===== config.mk =====
export PLATFORM = sky130hd
export DESIGN_NAME = sim_sweep_gen
export DESIGN_NICKNAME = d
export VERILOG_FILES = /design/src/rtl/sim_sweep_gen.sv
export SDC_FILE = /design/constraint.sdc
export NUM_CORES = 1
export LEC_CHECK = 0
export CORE_ASPECT_RATIO = 1.1
export CORE_UTILIZATION = 60
export CTS_CLUSTER_SIZE = 14
export DETAILED_ROUTE_END_ITERATION = 6
export DONT_BUFFER_PORTS = 1
export PLACE_DENSITY = 0.8
export SYNTH_ARGS = -nofsm -noshare
export SYNTH_HDL_FRONTEND = slang
export SYNTH_SLANG_ARGS = --single-unit

===== constraint.sdc =====
create_clock -name clk -period 2.87 [get_ports clk]
set_clock_uncertainty 0.2 [all_clocks]
set_input_delay 0.4305 -clock clk [delete_from_list [all_inputs] [get_ports clk]]
set_output_delay 0.4305 -clock clk [all_outputs]
set_load 0.01 [all_outputs]

===== src/rtl/sim_sweep_gen.sv =====
`timescale 1ns/1ps
// -----------------------------------------------------------------------------
// sim_sweep_gen
//
// Simulated radar sweep generator. It turns the divided bearing clock (clk273)
// and range clock (clk200k) into an azimuth count with ACP/ARP pulses, a
// per-bearing range sweep with a trigger, and a synthetic target video bit.
// This lets the display/processing chain run without an antenna or receiver.
// Both slow clocks are sampled as levels in the clk domain and edge-detected.
// They are never used as clocks.
//
// Ports
//   clk             system clock (33 MHz)
//   reset           asynchronous, active-low reset
//   clk273          bearing clock level, synchronous to clk
//   clk200k         range clock level, synchronous to clk
//   enable          run control; low freezes bearing and aborts the sweep
//   target_bearing  target start bearing (latched at sweep start)
//   target_range    target start range cell (latched at sweep start)
//   acp             one-clk pulse per bearing step
//   arp             one-clk pulse when bearing wraps to 0
//   trig            one-clk pulse at sweep start
//   bearing         current bearing
//   range_cell      current range cell
//   sweep_busy      high while a sweep is in progress
//   video           synthetic target video (registered)
// -----------------------------------------------------------------------------
module sim_sweep_gen #(
  parameter int ACP_COUNT   = 4096,
  parameter int BEAR_W      = 12,
  parameter int RANGE_CELLS = 512,
  parameter int RANGE_W     = 9,
  parameter int TGT_BW      = 4,
  parameter int TGT_RW      = 2
) (
  input  logic               clk,
  input  logic               reset,
  input  logic               clk273,
  input  logic               clk200k,
  input  logic               enable,
  input  logic [BEAR_W-1:0]  target_bearing,
  input  logic [RANGE_W-1:0] target_range,
  output logic               acp,
  output logic               arp,
  output logic               trig,
  output logic [BEAR_W-1:0]  bearing,
  output logic [RANGE_W-1:0] range_cell,
  output logic               sweep_busy,
  output logic               video
);

  typedef enum logic {IDLE, SWEEP} state_t;

  localparam logic [BEAR_W-1:0]  BEAR_LAST  = BEAR_W'(ACP_COUNT - 1);
  localparam logic [RANGE_W-1:0] RANGE_LAST = RANGE_W'(RANGE_CELLS - 1);
  localparam logic [RANGE_W:0]   RANGE_EXT  = (RANGE_W+1)'(TGT_RW - 1);
  localparam logic [BEAR_W:0]    BEAR_MOD   = (BEAR_W+1)'(ACP_COUNT);
  localparam logic [BEAR_W:0]    BEAR_WIN   = (BEAR_W+1)'(TGT_BW);

  state_t             state;
  logic               c273_d;
  logic               c200_d;
  logic [BEAR_W-1:0]  tb_q;     // latched target bearing
  logic [RANGE_W-1:0] tr_q;     // latched target range

  logic               tick273;
  logic               tick200;
  logic               step;
  logic [BEAR_W-1:0]  bear_next;
  logic [RANGE_W:0]   r_cur;
  logic [RANGE_W:0]   r_lo;
  logic [RANGE_W:0]   r_hi;
  logic [BEAR_W:0]    b_diff;
  logic [BEAR_W:0]    b_off;
  logic               hit;

  // Rising-edge detect against last clk's sample of each input level.
  assign tick273 = clk273  & ~c273_d;
  assign tick200 = clk200k & ~c200_d;
  assign step    = tick273 & enable;

  assign sweep_busy = (state == SWEEP);

  // NOTE: every always_comb output gets a default first, so no path leaves a
  // signal unassigned and no latch is inferred.
  always_comb begin
    bear_next = bearing + 1'b1;
    if (bearing == BEAR_LAST) bear_next = '0;

    // Range window is evaluated one bit wider so tr+TGT_RW-1 never wraps.
    r_cur = {1'b0, range_cell};
    r_lo  = {1'b0, tr_q};
    r_hi  = r_lo + RANGE_EXT;

    // Bearing offset from the target, folded into 0..ACP_COUNT-1 so the
    // window wraps through bearing 0.
    b_diff = {1'b0, bearing} - {1'b0, tb_q};
    b_off  = b_diff;
    if (b_diff[BEAR_W]) b_off = b_diff + BEAR_MOD;

    hit = (state == SWEEP) && (r_cur >= r_lo) && (r_cur <= r_hi) &&
          (b_off < BEAR_WIN);
  end

  // NOTE: every register, including the latched targets, is cleared by the
  // asynchronous reset so outputs are defined the instant reset asserts.
  always_ff @(posedge clk or negedge reset) begin
    if (!reset) begin
      c273_d     <= 1'b0;
      c200_d     <= 1'b0;
      state      <= IDLE;
      bearing    <= '0;
      range_cell <= '0;
      tb_q       <= '0;
      tr_q       <= '0;
      acp        <= 1'b0;
      arp        <= 1'b0;
      trig       <= 1'b0;
      video      <= 1'b0;
    end else begin
      // NOTE: non-blocking assignments throughout, so every right-hand side
      // sees the pre-edge value regardless of statement order.
      c273_d <= clk273;
      c200_d <= clk200k;

      acp  <= step;
      trig <= step;
      arp  <= step && (bear_next == '0);
      if (step) bearing <= bear_next;

      // Video reflects the state/bearing/range present before this edge.
      video <= hit;

      // Restart has priority over a coincident range tick.
      if (!enable) begin
        state <= IDLE;
      end else if (tick273) begin
        state      <= SWEEP;
        range_cell <= '0;
        tb_q       <= target_bearing;
        tr_q       <= target_range;
      end else if (state == SWEEP && tick200) begin
        if (range_cell == RANGE_LAST) state <= IDLE;
        else                          range_cell <= range_cell + 1'b1;
      end
    end
  end

endmodule

* Word-level counts from Yosys, hierarchy flattened
Cells that the tools add are included.
Storage, ports and cells: flip-flop bits (word level) 48, output and inout port bits 26, word-level logic and storage cells 47
Operators by class: add/sub/neg operators 5, $lt $le $gt $ge 3, equality and inequality tests 5, muxes and demuxes 9, bitwise logic cells 5, reductions and logical operators 10
Operators with widths (number):
- two-way mux 9 bit | 3
- adder 13 bit, second input constant | 1
- < comparator 13 x 3 -> 1 bit, second input constant | 1
- two-way mux 13 bit | 1
- subtractor 12 x 12 -> 13 bit | 1
- adder 12 x 1 -> 12 bit, second input constant | 1
- == test 12 bit, second input constant | 1
- logical NOT 12 bit | 1
- two-way mux 12 bit | 1
- adder 9 x 1 -> 10 bit, second input constant | 1
- <= comparator 9 x 10 -> 1 bit | 1
- adder 9 x 1 -> 9 bit, second input constant | 1
- == test 9 bit, second input constant | 1
- greater-or-equal comparator 9 bit | 1
- inequality test 3 x 1 -> 1 bit, second input constant | 2
- logical AND 1 bit | 5
- two-way mux 1 bit | 4
- AND reduction 2 bit | 2
- AND 1 bit | 3
- AND reduction 3 bit | 1
- inequality test 2 bit, second input constant | 1
- NOT 1 bit | 2
- nonzero test 2 bit | 1

* Logic depth before layout (Yosys ltp)
depth after elaboration 6, depth in mapped cells 12

* Worst setup path before layout
No wires, ideal clock.
path type register -> register, start register range_cell[0], end register range_cell[7], library setup time 132 ps, data arrival time 2172 ps, data required time 2538 ps, slack 366 ps, stages on the path, launching flop included 11, buffers on the path 0, clock period less this slack 2504 ps, cells stage by stage dfrtp_1 > ha_1 > nand2_1 > nor2_1 > and3_1 > ha_1 > nor4b_4 > nor2_1 > nor4_1 > xnor2_1 > nor2_1
On the way: longest elaborated chain between the ends 4
Ends and longest elaborated chain:
- start: declaration | line 47 | output logic [RANGE_W-1:0] range_cell,
- start signal: assignment | line 144 | else range_cell <= range_cell + 1'b1;
- adder 9 x 1 -> 9 bit | line 144
- two-way mux 9 bit | line 143 | if (range_cell == RANGE_LAST) state <= IDLE;
- two-way mux 9 bit | line 142 | end else if (state == SWEEP && tick200) begin
- two-way mux 9 bit | line 137 | end else if (tick273) begin
Parallel ways exist; a longest one is shown, timed or not. The select of a mux whose other input is x is not followed. A chain may end at the register's enable or synchronous reset.

* Final worst setup path
start register tr_q[0], end register video
On the way: longest elaborated chain between the ends 4
Ends and longest elaborated chain:
- start: declaration | line 64 | logic [RANGE_W-1:0] tr_q;
- start signal: assignment | line 141 | tr_q <= target_range;
- adder 9 x 1 -> 10 bit or greater-or-equal comparator 9 bit (tied branches) | line 93, 101
- <= comparator 9 x 10 -> 1 bit or logical AND 1 bit (tied branches) | line 101 | hit = (state == SWEEP) && (r_cur >= r_lo) && (r_cur <= r_hi) &&
- logical AND 1 bit * (2 in a row) | line 101
- named net hit | line 75 | logic hit;
- end signal: assignment | line 132 | video <= hit;
- end: declaration | line 49 | output logic video
Mark *: on every way through the listed nets, which the timed path passes. The rest lies on a longest branch.

==> impl_metrics.py <==
metrics = {
    "placement": {
        "dp.final_hpwl_mm": 5.10,
        "numPortBuffers": 0,
        "gp_congestion": 0.904,
    },
    "cts": {
        "cts_setup_buffers": 0,
        "numCtsBuffers": 5,
        "worstSkewPairLatency_ns": 0.29,
        "clk_transition_reported_paths_ns": 0.08,
        "cts.htree.levels": 2,
        "cts_tree": "done",
        "clock_sinks": 48,
        "clockRootBuffer": "clkbuf_8",
        "clock_path_buffers": 2,
    },
    "die": {
        "core-area_sq_um": 5030,
        "io_pins": 52,
        "die_h_um": 78.3,
        "die-area_sq_um": 5580,
        "fp.dieW_um": 71.3,
        "row_count": 27,
        "start_util_pct": 63.0,
    },
    "min_path": {
        "holdCritPathClass": "input port to register",
        "min_path_cells": 2,
        "min_to": "tb_q[11]$_DFFE_PN0P_",
        "hp-start": "target_bearing[11]",
    },
    "detailed_routing": {
        "avgRoutedWirePerCell_um": 15.7,
        "drc": 1,
        "vias_per_cell": 5.97,
        "vias": 2575,
        "drtIter0Drc": 152,
        "drt_wl_total_mm": 6.75,
        "dr.pass1.iters": 6,
        "antenna_left": 0,
    },
    "logic_synthesis": {
        "synth_common_cells": "58 x nand2_1, 48 x dfrtp_1, 34 x o21ai_0",
        "ys_ff_latch": 48,
        "synthTopCellsByArea": "dfrtp_1 38%, ha_1 13%, nand2_1 6.9%, o21ai_0 5.4%, xnor2_1 5.2%",
        "yosysSeqAreaShare_pct": 37.9,
        "synth_area_sq_um": 3170,
        "synthesis.nets": 423,
        "synth_top_area_share_pct": 37.9,
        "synth_most_common_cell": "nand2_1",
        "yosysTopAreaCell": "dfrtp_1",
        "synth_edf_count": 0,
        "synth.distinct_cells": 49,
        "netlist_instances": 364,
        "ys.flop_type": "dfrtp_1",
        "syn_area_per_cell_sq_um": 8.71,
        "synthArstFlopShare_pct": 100,
        "yosysWarnings": 0,
    },
    "finish": {
        "fillers": 419,
        "diodes": 0,
        "multi_input_area_sq_um": 1820,
        "area_growth_pct": 8.44,
        "seq_area_sq_um": 1200,
        "drive_gt1_share_pct": 7.24,
        "layout.nets": 431,
    },
    "worst_setup_path": {
        "critPathCaptureType": "register",
        "arrival_ns": 2.64,
        "crit_path_top_delay_cell": "dfrtp_1",
        "crit_chain": "ha_1 -> nand3_1 -> xnor2_1 -> ha_1 -> nand4_1 -> nor3_1 -> a41oi_1 -> o21ai_2 -> o21ai_2 -> a2111oi_2 -> and3_1",
        "r2r_slack_ns": 0.27,
        "crit_required_ns": 2.91,
        "worst_r2r_path_depth": 11,
        "r2r_start": "tr_q[0]$_DFFE_PN0P_",
        "start_kind": "register",
        "cp_max_fo": 6,
        "worstReg2RegEnd": "video$_DFF_PN0_",
        "max_stage_delay_ns": 0.45,
        "worstSetupPathType": "register to register",
    },
    "pwr": {
        "irDropWorstVdd_mv": 0.475,
        "p_leak_uw": 0.00157,
        "power_density_nw_per_um2": 605,
    },
    "job": {
        "maxCapViolCount": 0,
    },
    "status": {
        "violations": "design-rule violations",
        "status": "finished with violations",
    },
    "global_route": {
        "grt_max_degree": 49,
        "antenna_found_initial": 0,
        "grt_pass1_vias": 2529,
        "grt_pass1_wl_mm": 11.6,
        "track_usage_pct": 26.5,
        "gr-total-overflow": 0,
    },
    "timing": {
        "setup_tns_ns": 0,
        "finalSetupViolations": 0,
        "rsz0062_at_grt": "false",
        "hold-worst-slack_ns": 0.0460,
        "hold_viol": 0,
        "maxSlewHeadroom_pct": 65.6,
        "worstMarginPinSlew_ns": 0.503,
        "period_needed_ns": 2.60,
        "fmax_ghz": 0.384,
        "final-max-slew-violation-count": 0,
        "post-route-period-util_pct": 90.7,
    },
}
## report_power, final
part	switching (uW)	total (uW)	leakage, uW	internal (uW)
Combinational	406	710	0.000886	304
Clock	214	521	0.0000645	307
Sequential	91.3	850	0.000617	758
## logic make-up after synthesis
family	count (synthesis)	synth area share (%)
AND/OR/NAND/NOR	132	20.3
AO/OA/AOI/OAI	86	16.7
flip-flops	48	37.9
buffers and inverters	39	4.89
adder cells (fa/ha/maj)	33	13.0
XOR/XNOR	25	6.90
multiplexers	1	0.316
## worst max path at each step
stage,start,end,slack [ns],cells after the start
finish,tr_q[0]$_DFFE_PN0P_,video$_DFF_PN0_,0.27,11
global route,tr_q[2]$_DFFE_PN0P_,video$_DFF_PN0_,0.001,11
CTS,tr_q[2]$_DFFE_PN0P_,video$_DFF_PN0_,0.27,12
detailed placement,tr_q[2]$_DFFE_PN0P_,video$_DFF_PN0_,0.29,12
global placement,tr_q[2]$_DFFE_PN0P_,video$_DFF_PN0_,0.36,12
floorplan,range_cell[0]$_DFFE_PN0P_,range_cell[7]$_DFFE_PN0P_,0.37,10
## per-stage QoR
stage	worst slack (ns)	std cells	util [%]	area, sq um	total power, uW
global placement	0.358	419	64.7	3250	1520
CTS	0.269	431	68.3	3440	2100
global route	0.00143	431	68.3	3440	2230
detailed placement	0.287	419	64.7	3250	1550
finish	0.268	431	68.3	3440	2080
floorplan	0.366	364	-	3170	1380
## worst max-delay path, delay by kind of cell (launching register included)
family                   cells  cell delay [ns]
XOR/XNOR                     1             0.13
AO/OA/AOI/OAI                4             0.56
flip-flops                   1             0.45
adder cells (fa/ha/maj)      2             0.57
AND/OR/NAND/NOR              4             0.61
## cell type report
| class | instances | area share, % |
|---|---|---|
| well taps | 58 | 2.11 |
| inverters | 28 | 3.06 |
| repair buffers | 12 | 3.42 |
| clock inverters | 1 | 0.873 |
| flip-flops and latches | 48 | 35.0 |
| multi-input cells | 277 | 52.8 |
| clock buffers | 7 | 2.80 |
## placed cells by master, fill, tap and decap left out, drive strengths merged, types with 2 or more instances in the layout
master / Yosys / routed
a211oi: 4 / 4
o21ai: 37 / 37
xor2: 6 / 6
a2111oi: 2 / 2
and3: 5 / 5
ha: 33 / 33
nand4: 6 / 6
o31ai: 5 / 5
dfrtp: 48 / 48
dlygate4sd3: 0 / 3
nor2: 20 / 20
nand2b: 6 / 6
and4: 3 / 3
a31oi: 2 / 2
nor4: 2 / 2
a31o: 2 / 2
inv: 28 / 28
o22ai: 3 / 3
a21oi: 19 / 19
nor4b: 2 / 2
nor3: 4 / 4
a21o: 3 / 3
xnor2: 19 / 19
nor2b: 6 / 6
clkbuf: 4 / 7
buf: 7 / 9
nand3: 17 / 17
nand2: 58 / 58
## timing repair
| action | in CTS | in global routing |
|---|---|---|
| hold buffers | 4 | 0 |
| gates resized for setup | 0 | 1 |
| endpoints found under the hold margin | 50 | 0 |
| endpoints found under the setup margin | 0 | 1 |
## state kept, by name, summed over array words and instances, names as in the netlist
name and flops:
video 1, bearing 12, range_cell 9, trig 1, c200_d 1, tr_q 9, tb_q 12, c273_d 1
sweep_busy 1, arp 1
## per-layer routing
layer  global-route usage, %  up-vias  wire (um)
li1                        -     1288          -
met1                    33.0     1219       2880
met2                    46.0       58       3470
met3                    5.65       10        307
met4                    8.20        0         91
met5                       0        -          0
Power figures use the tool's default switching activity.
